===== src/rtl/sll32_seq.sv =====
// Multicycle 32-bit logical left shifter, one power-of-two stage (16,8,4,2,1) per clock.
// Reports whether any 1 bit was shifted out past bit 31; start/busy/done handshake.
module sll32_seq (
  input  logic        clock,
  input  logic        reset,
  input  logic        start,
  input  logic [31:0] A,
  input  logic [4:0]  shiftamt,
  output logic [31:0] Out,
  output logic        overflow,
  output logic        busy,
  output logic        done
);

  typedef enum logic [1:0] {IDLE, SHIFT, DONE} state_t;

  state_t      state, state_nxt;
  logic [31:0] w;
  logic [4:0]  s;
  logic        v;
  logic [2:0]  k;

  logic        accept;
  logic [4:0]  stage_amt;
  logic [31:0] w_shift;
  logic [31:0] lost_mask;
  logic        lost_any;
  logic [31:0] w_nxt;
  logic        v_nxt;

  always_ff @(posedge clock or posedge reset) begin
    if (reset) state <= IDLE;
    else       state <= state_nxt;
  end

  always_comb begin
    state_nxt = state;
    accept    = 1'b0;
    case (state)
      IDLE: begin
        if (start) begin
          accept    = 1'b1;
          state_nxt = SHIFT;
        end
      end
      SHIFT: begin
        if (k == 3'd0) state_nxt = DONE;
      end
      DONE: begin
        if (start) begin
          accept    = 1'b1;
          state_nxt = SHIFT;
        end else begin
          state_nxt = IDLE;
        end
      end
      default: state_nxt = IDLE;
    endcase
  end

  // Stage k shifts by 2^k; the bits pushed past bit 31 are the top 2^k bits of w.
  always_comb begin
    stage_amt = 5'd1 << k;
    w_shift   = w << stage_amt;
    lost_mask = ~(32'hFFFF_FFFF >> stage_amt);
    lost_any  = |(w & lost_mask);
    w_nxt     = s[k] ? w_shift : w;
    v_nxt     = v | (s[k] & lost_any);
  end

  always_ff @(posedge clock or posedge reset) begin
    if (reset) begin
      w        <= 32'd0;
      s        <= 5'd0;
      v        <= 1'b0;
      k        <= 3'd4;
      Out      <= 32'd0;
      overflow <= 1'b0;
    end else if (accept) begin
      w <= A;
      s <= shiftamt;
      v <= 1'b0;
      k <= 3'd4;
    end else if (state == SHIFT) begin
      w <= w_nxt;
      v <= v_nxt;
      if (k == 3'd0) begin
        Out      <= w_nxt;
        overflow <= v_nxt;
      end else begin
        k <= k - 3'd1;
      end
    end
  end

  assign busy = (state == SHIFT);
  assign done = (state == DONE);

endmodule

===== config.mk =====
export PLATFORM = sky130hd
export DESIGN_NAME = sll32_seq
export DESIGN_NICKNAME = d
export VERILOG_FILES = /design/src/rtl/sll32_seq.sv
export SDC_FILE = /design/constraint.sdc
export NUM_CORES = 1
export LEC_CHECK = 0
export BUFFER_PORTS_ARGS = -buffer_cell sky130_fd_sc_hd__buf_2
export CAP_MARGIN = 15
export CORE_UTILIZATION = 30
export DETAILED_ROUTE_END_ITERATION = 16
export PLACE_DENSITY_LB_ADDON = 0.08
export RECOVER_POWER = 25
export SYNTH_ARGS = -nofsm -noshare
export SYNTH_HDL_FRONTEND = slang
export SYNTH_SLANG_ARGS = --single-unit

===== constraint.sdc =====
create_clock -name clock -period 4.32 [get_ports clock]
set_input_delay 0.648 -clock clock [delete_from_list [all_inputs] [get_ports clock]]
set_output_delay 0.648 -clock clock [all_outputs]
set_load 0.1 [all_outputs]

==> impl_metrics.toml, run 1 <==
[yosys]
ys_seq_elements = 76
synth-simple-area-share_pct = 19.4
synth-seq-area-share_pct = 32.6
syn_avg_cell_area_um2 = 8.47
synthXorXnorAreaFrac_pct = 0.150
muxShareOfSynthArea_pct = 10.8
synth_nets = 735
yosys.area.top_type = "dfrtp_1"
synth_top_flop_cell = "dfrtp_1"
syn_inst = 690
async_flop_share_pct = 100
ys.warnings.count = 0
synth_top_family_by_area = "compound AO/OA/AOI/OAI gates"
synth_top_area_share_pct = 32.1
ys_types = 77
synth_fa_ha_area_share_pct = 1.07
synthesis.area_um2 = 5840
synth_compound_area_share_pct = 29.0
synth_edf_count = 0
synth.area.top_cells = "dfrtp_1 32%, nand2_1 6.4%, o21ai_0 5.1%, mux4_2 5.0%, mux2i_1 4.3%"

[final_layout]
antenna_cells = 0
final_cell_mix = "100 x nand2_1, 75 x dfrtp_1, 74 x buf_2, 59 x o21ai_0, 45 x nor2_1"
layout.nets = 781
area_growth_pct = 15.5
n_fill_cell = 2004
drive_gt1_share_pct = 22.3
instances_no_fill = 1001
finalCoreUtilization_pct = 35.7
layout_commonest_cell = "nand2_1"

[detailed_routing]
drtPass1Iterations = 7
wl_per_cell_um = 26.6
drt_iter0_markers = 657
vias = 6044
vias_per_cell = 6.04
routed_wirelength_um = 26600
ant_nets = 0
drc = 0

[floorplan]
fp.dieH_um = 142
die-width_um = 142
core-area_um2 = 18900
dieArea_um2 = 20000
pin_count = 75
rows = 50
initial_core_util_pct = 30.9

[clock_network]
htree_num_levels = 3
clk_pin_slew_worst_paths_ns = 0.07
cts_setup_buffers = 0
cts_buffers = 9
ctsHoldBuffers = 0
root_buffer = "clkbuf_16"
clkLatencyLatePin_ns = 0.36
cts-resized-gates = 0
cts_buffer_depth = 2
numClockSinks = 76
tritoncts = "done"

[worst_setup_path]
cp.arrival_ns = 3.64
crit_path_end_kind = "flop"
worst_path_largest_cell_delay_ns = 0.59
worstSetupStartpointType = "flop"
path_class = "reg2reg"
worst-path-max-fanout = 28
cp.required_ns = 4.56
cp_slowest_cell = "or4b_4"
path_cells = "inv_1 > ha_2 > buf_4 > or4b_4 > a2bb2oi_1 > o211ai_1 > o21ai_0 > a221oi_1 > nor2_1"

[sta]
worst-slew-pin-transition_ns = 2.33
max_freq_mhz = 294
finalSetupViolations = 0
slew-limit-headroom_pct = -56.3
setup_tns_ns = 0
skew_ns = 0.0106
whs_ns = 0.478
period_minus_slack_ns = 3.40
period_share_pct = 78.7
finalHoldViolCount = 0
rsz0062_at_grt = "false"
slew_viol_final = 50

[global_route]
grt_use_met1_pct = 37.3
gr-max-usage-layer = "met2"
grt_max_degree = 50
grtUsageMet2_pct = 43.7
track_usage_pct = 27.4
overflow = 0
use_met3_pct = 3.71
grt_pass1_wl_um = 40100
grt_antenna_before_repair = 0
grt_pass1_vias = 6020

[place]
hpwl_um = 19700
dp_cells = 985
gp_congestion = 0.965
io_buffers = 74

[flow_run]
cap_viol_max_count = 1

[run_status]
status = "finished with violations"
violations = "max-capacitance violations, max-slew violations"

[hold_path]
hold_path.class = "reg2reg"
## cell families after synthesis
logic type	count (synthesis)
AND/OR/NAND/NOR	235
buffers and inverters	81
flip-flops	76
AO/OA/AOI/OAI	246
XOR/XNOR	1
multiplexers	46
adder cells (fa/ha/maj)	5
## sequential cells by signal, summed over array words and instances, names as in the netlist
name      flops
Out          32
state         2
w            32
s             5
k             3
v             1
overflow      1
## synth_stat cells, drive strengths merged, types with 5 or more instances
library cell,instances
a21o,5
a21oi,35
a221oi,6
a22o,5
a22oi,29
a2bb2oi,7
a31oi,8
and3,6
buf,35
clkbuf,34
dfrtp,75
ha,5
inv,10
mux2,8
mux2i,25
mux4,13
nand2,100
nand2b,12
nand3,19
nor2,47
nor2b,12
nor3,12
o211ai,11
o21ai,61
o221ai,14
o22a,6
o22ai,25
## final cells by class
cell class,count,area [um2],share of cell area [%]
repair buffers,104,596,8.82
clock buffers,10,239,3.54
well taps,260,325,4.82
clock inverters,6,95.1,1.41
multi-input cells,533,3550,52.5
flip-flops and latches,76,1900,28.2
inverters,12,46.3,0.686
## per-stage QoR
step	setup WS [ns]	instance area, um2
after global routing	0.729	6750
after floorplan	1.74	5840
after global placement	0.951	6420
final	0.919	6750
after CTS	0.989	6750
after detailed placement	1.00	6420
## final timing paths
check | slack [ns] | cells after the start | endpoint | start
setup / recovery | 0.92 | 9 | Out[8] | k[0]
min in group asynchronous | 0.90 | 2 | Out[6] | reset
hold / removal | 0.48 | 2 | Out[25] | Out[25]
max in group asynchronous | 2.15 | 3 | k[2] | reset
hold reg to reg | 0.48 | 2 | Out[25] | Out[25]
setup reg to reg | 0.92 | 9 | Out[8] | k[0]
## routing by layer
layer	vias up	wire, um	share of wire [%]
li1	2665	-	-
met1	2994	11500	43
met2	316	12300	46
met3	69	1810	6.8
met4	0	1020	3.8
met5	-	0	0
## worst max-delay path: cells and delay by family, from the launching register on
kind,cells,cell delay [ns]
buffers and inverters,2,0.55
AND/OR/NAND/NOR,2,0.66
flip-flops,1,0.47
adder cells (fa/ha/maj),1,0.54
AO/OA/AOI/OAI,4,1.05
Power of run 1 is left out: the tool's default activity adds up to more than one toggle a clock period on the data nets, which glitch-free logic cannot reach.
==> run 2, diff against run 1 <==
- clock period: 4.32 -> 3.2 ns (I/O delays scaled with it)
==> run 2 against run 1 <==
The flow now finishes without violations. Cell count up 2.3%. Wire length up 4.0%. Count of clock-buffer cells in the layout up 1. Register-to-register slack worse by 0.74 ns. Core utilization up 0.91 points. Non-clock buffer count up 23. Die area unchanged. Via count up 2.6%. Critical path depth down 1. Critical path type unchanged. Highest routed layer unchanged.
==> impl_metrics.toml, run 2 (synthesis results as in run 1) <==
[clock_network]
ctsHoldBuffers = 0
clk_pin_slew_worst_paths_ns = 0.06
root_buffer = "clkbuf_16"
numClockSinks = 76
clkLatencyLatePin_ns = 0.36
cts_setup_buffers = 0
tritoncts = "done"
cts_buffer_depth = 2
htree_num_levels = 3
cts_buffers = 9

[worst_setup_path]
cp.required_ns = 3.45
cp.arrival_ns = 3.27
worst-r2r-setup-slack_ns = 0.18
path_class = "reg2reg"
worst-path-max-fanout = 13
r2r-end = "Out[30]"
crit_path_end_kind = "flop"
worstSetupStartpointType = "flop"
r2r_start = "k[1]"
r2r_cells = 8

[sta]
slew_viol_final = 0
finalHoldViolCount = 0
period_minus_slack_ns = 3.02
rsz0062_at_grt = "false"
finalSetupViolations = 0
skew_ns = 0.0123
setup_tns_ns = 0
worst-slew-pin-transition_ns = 1.42
slew-limit-headroom_pct = 4.68
max_freq_mhz = 331
period_share_pct = 94.3

[hold_path]
holdPathEnd = "s[0]"
whs_path_depth = 3
hold_path.class = "in2reg"
hp-start = "shiftamt[0]"

[floorplan]
rows = 50
pin_count = 75
initial_core_util_pct = 30.9
dieArea_um2 = 20000
fp.dieH_um = 142
die-width_um = 142
core-area_um2 = 18900

[flow_run]
cap_viol_max_count = 0

[detailed_routing]
drtPass1Iterations = 5
drt_iter0_markers = 570
routed_wirelength_um = 27700
ant_nets = 0
vias = 6199
drc = 0
wl_per_cell_um = 27.0
vias_per_cell = 6.05

[global_route]
grt_antenna_before_repair = 0
track_usage_pct = 28.3
grt_pass1_vias = 6154
grt_pass1_wl_um = 41000
overflow = 0
grt_max_degree = 39

[final_layout]
layout.nets = 804
final_cell_mix = "100 x nand2_1, 75 x dfrtp_1, 74 x buf_2, 59 x o21ai_0, 49 x buf_4"
antenna_cells = 0
drive_gt1_share_pct = 24.5
area_growth_pct = 18.5
largestRegisters = "Out: 32 flops, w: 32 flops, s: 5 flops"
layout_commonest_cell = "nand2_1"

[place]
hpwl_um = 20900
gp_congestion = 0.924
io_buffers = 74

[run_status]
status = "finished clean"
## run 2: routing by layer
| layer | up-vias | track usage [%] | wire, um |
|---|---|---|---|
| met2 | 325 | 45.7 | 12900 |
| met3 | 64 | 3.75 | 1660 |
| li1 | 2707 | - | - |
| met5 | - | 0 | 0 |
| met4 | 0 | 14.7 | 1270 |
| met1 | 3103 | 37.0 | 11900 |
## run 2: timing repair
action | 4_1_cts | 5_1_grt
setup endpoints to repair | 0 | 5
resized for setup | 0 | 2
hold endpoints to repair | 0 | 0
## run 2: how the worst max path moves through the flow
| stage | cells past startpoint | end | start | slack, ns |
|---|---|---|---|---|
| finish | 8 | Out[30] | k[1] | 0.18 |
| global route | 9 | w[29] | k[0] | 0.03 |
| CTS | 9 | w[29] | k[0] | 0.07 |
| detailed placement | 9 | w[29] | k[0] | 0.09 |
| global placement | 9 | w[29] | k[0] | 0.07 |
| floorplan | 1 | Out[0] | reset | 0.78 |
## run 2: final cells by class
class,count,area (um2)
fill,2012,12000
inverter,12,46.3
multi-input combinational,533,3550
sequential,76,1900
clock inverter,5,60.1
clock buffer,11,243
tap,260,325
timing repair buffer,127,796
## run 2: worst max-delay path, stage by stage, from the launching register on
cell,delay [ns]
dfrtp_1,0.44
inv_1,0.13
ha_1,0.53
nor3_1,0.17
or2_2,0.37
a211oi_2,0.67
a2111oi_2,0.16
buf_4,0.20
o31ai_1,0.24
## run 2: through the flow
stage / hold slack [ns] / util, % / instances / setup WS, ns / area, um2
after global placement: 0.453 / 35.0 / 1007 / 0.0705 / 6610
after global routing: 0.335 / 36.6 / 1024 / 0.0330 / 6920
after floorplan: 0.438 / - / 690 / 0.783 / 5840
final: 0.322 / 36.6 / 1024 / 0.181 / 6920
after detailed placement: 0.457 / 35.0 / 1007 / 0.0863 / 6610
after CTS: 0.166 / 36.6 / 1023 / 0.0697 / 6910
Power of run 2 is left out for the same reason.
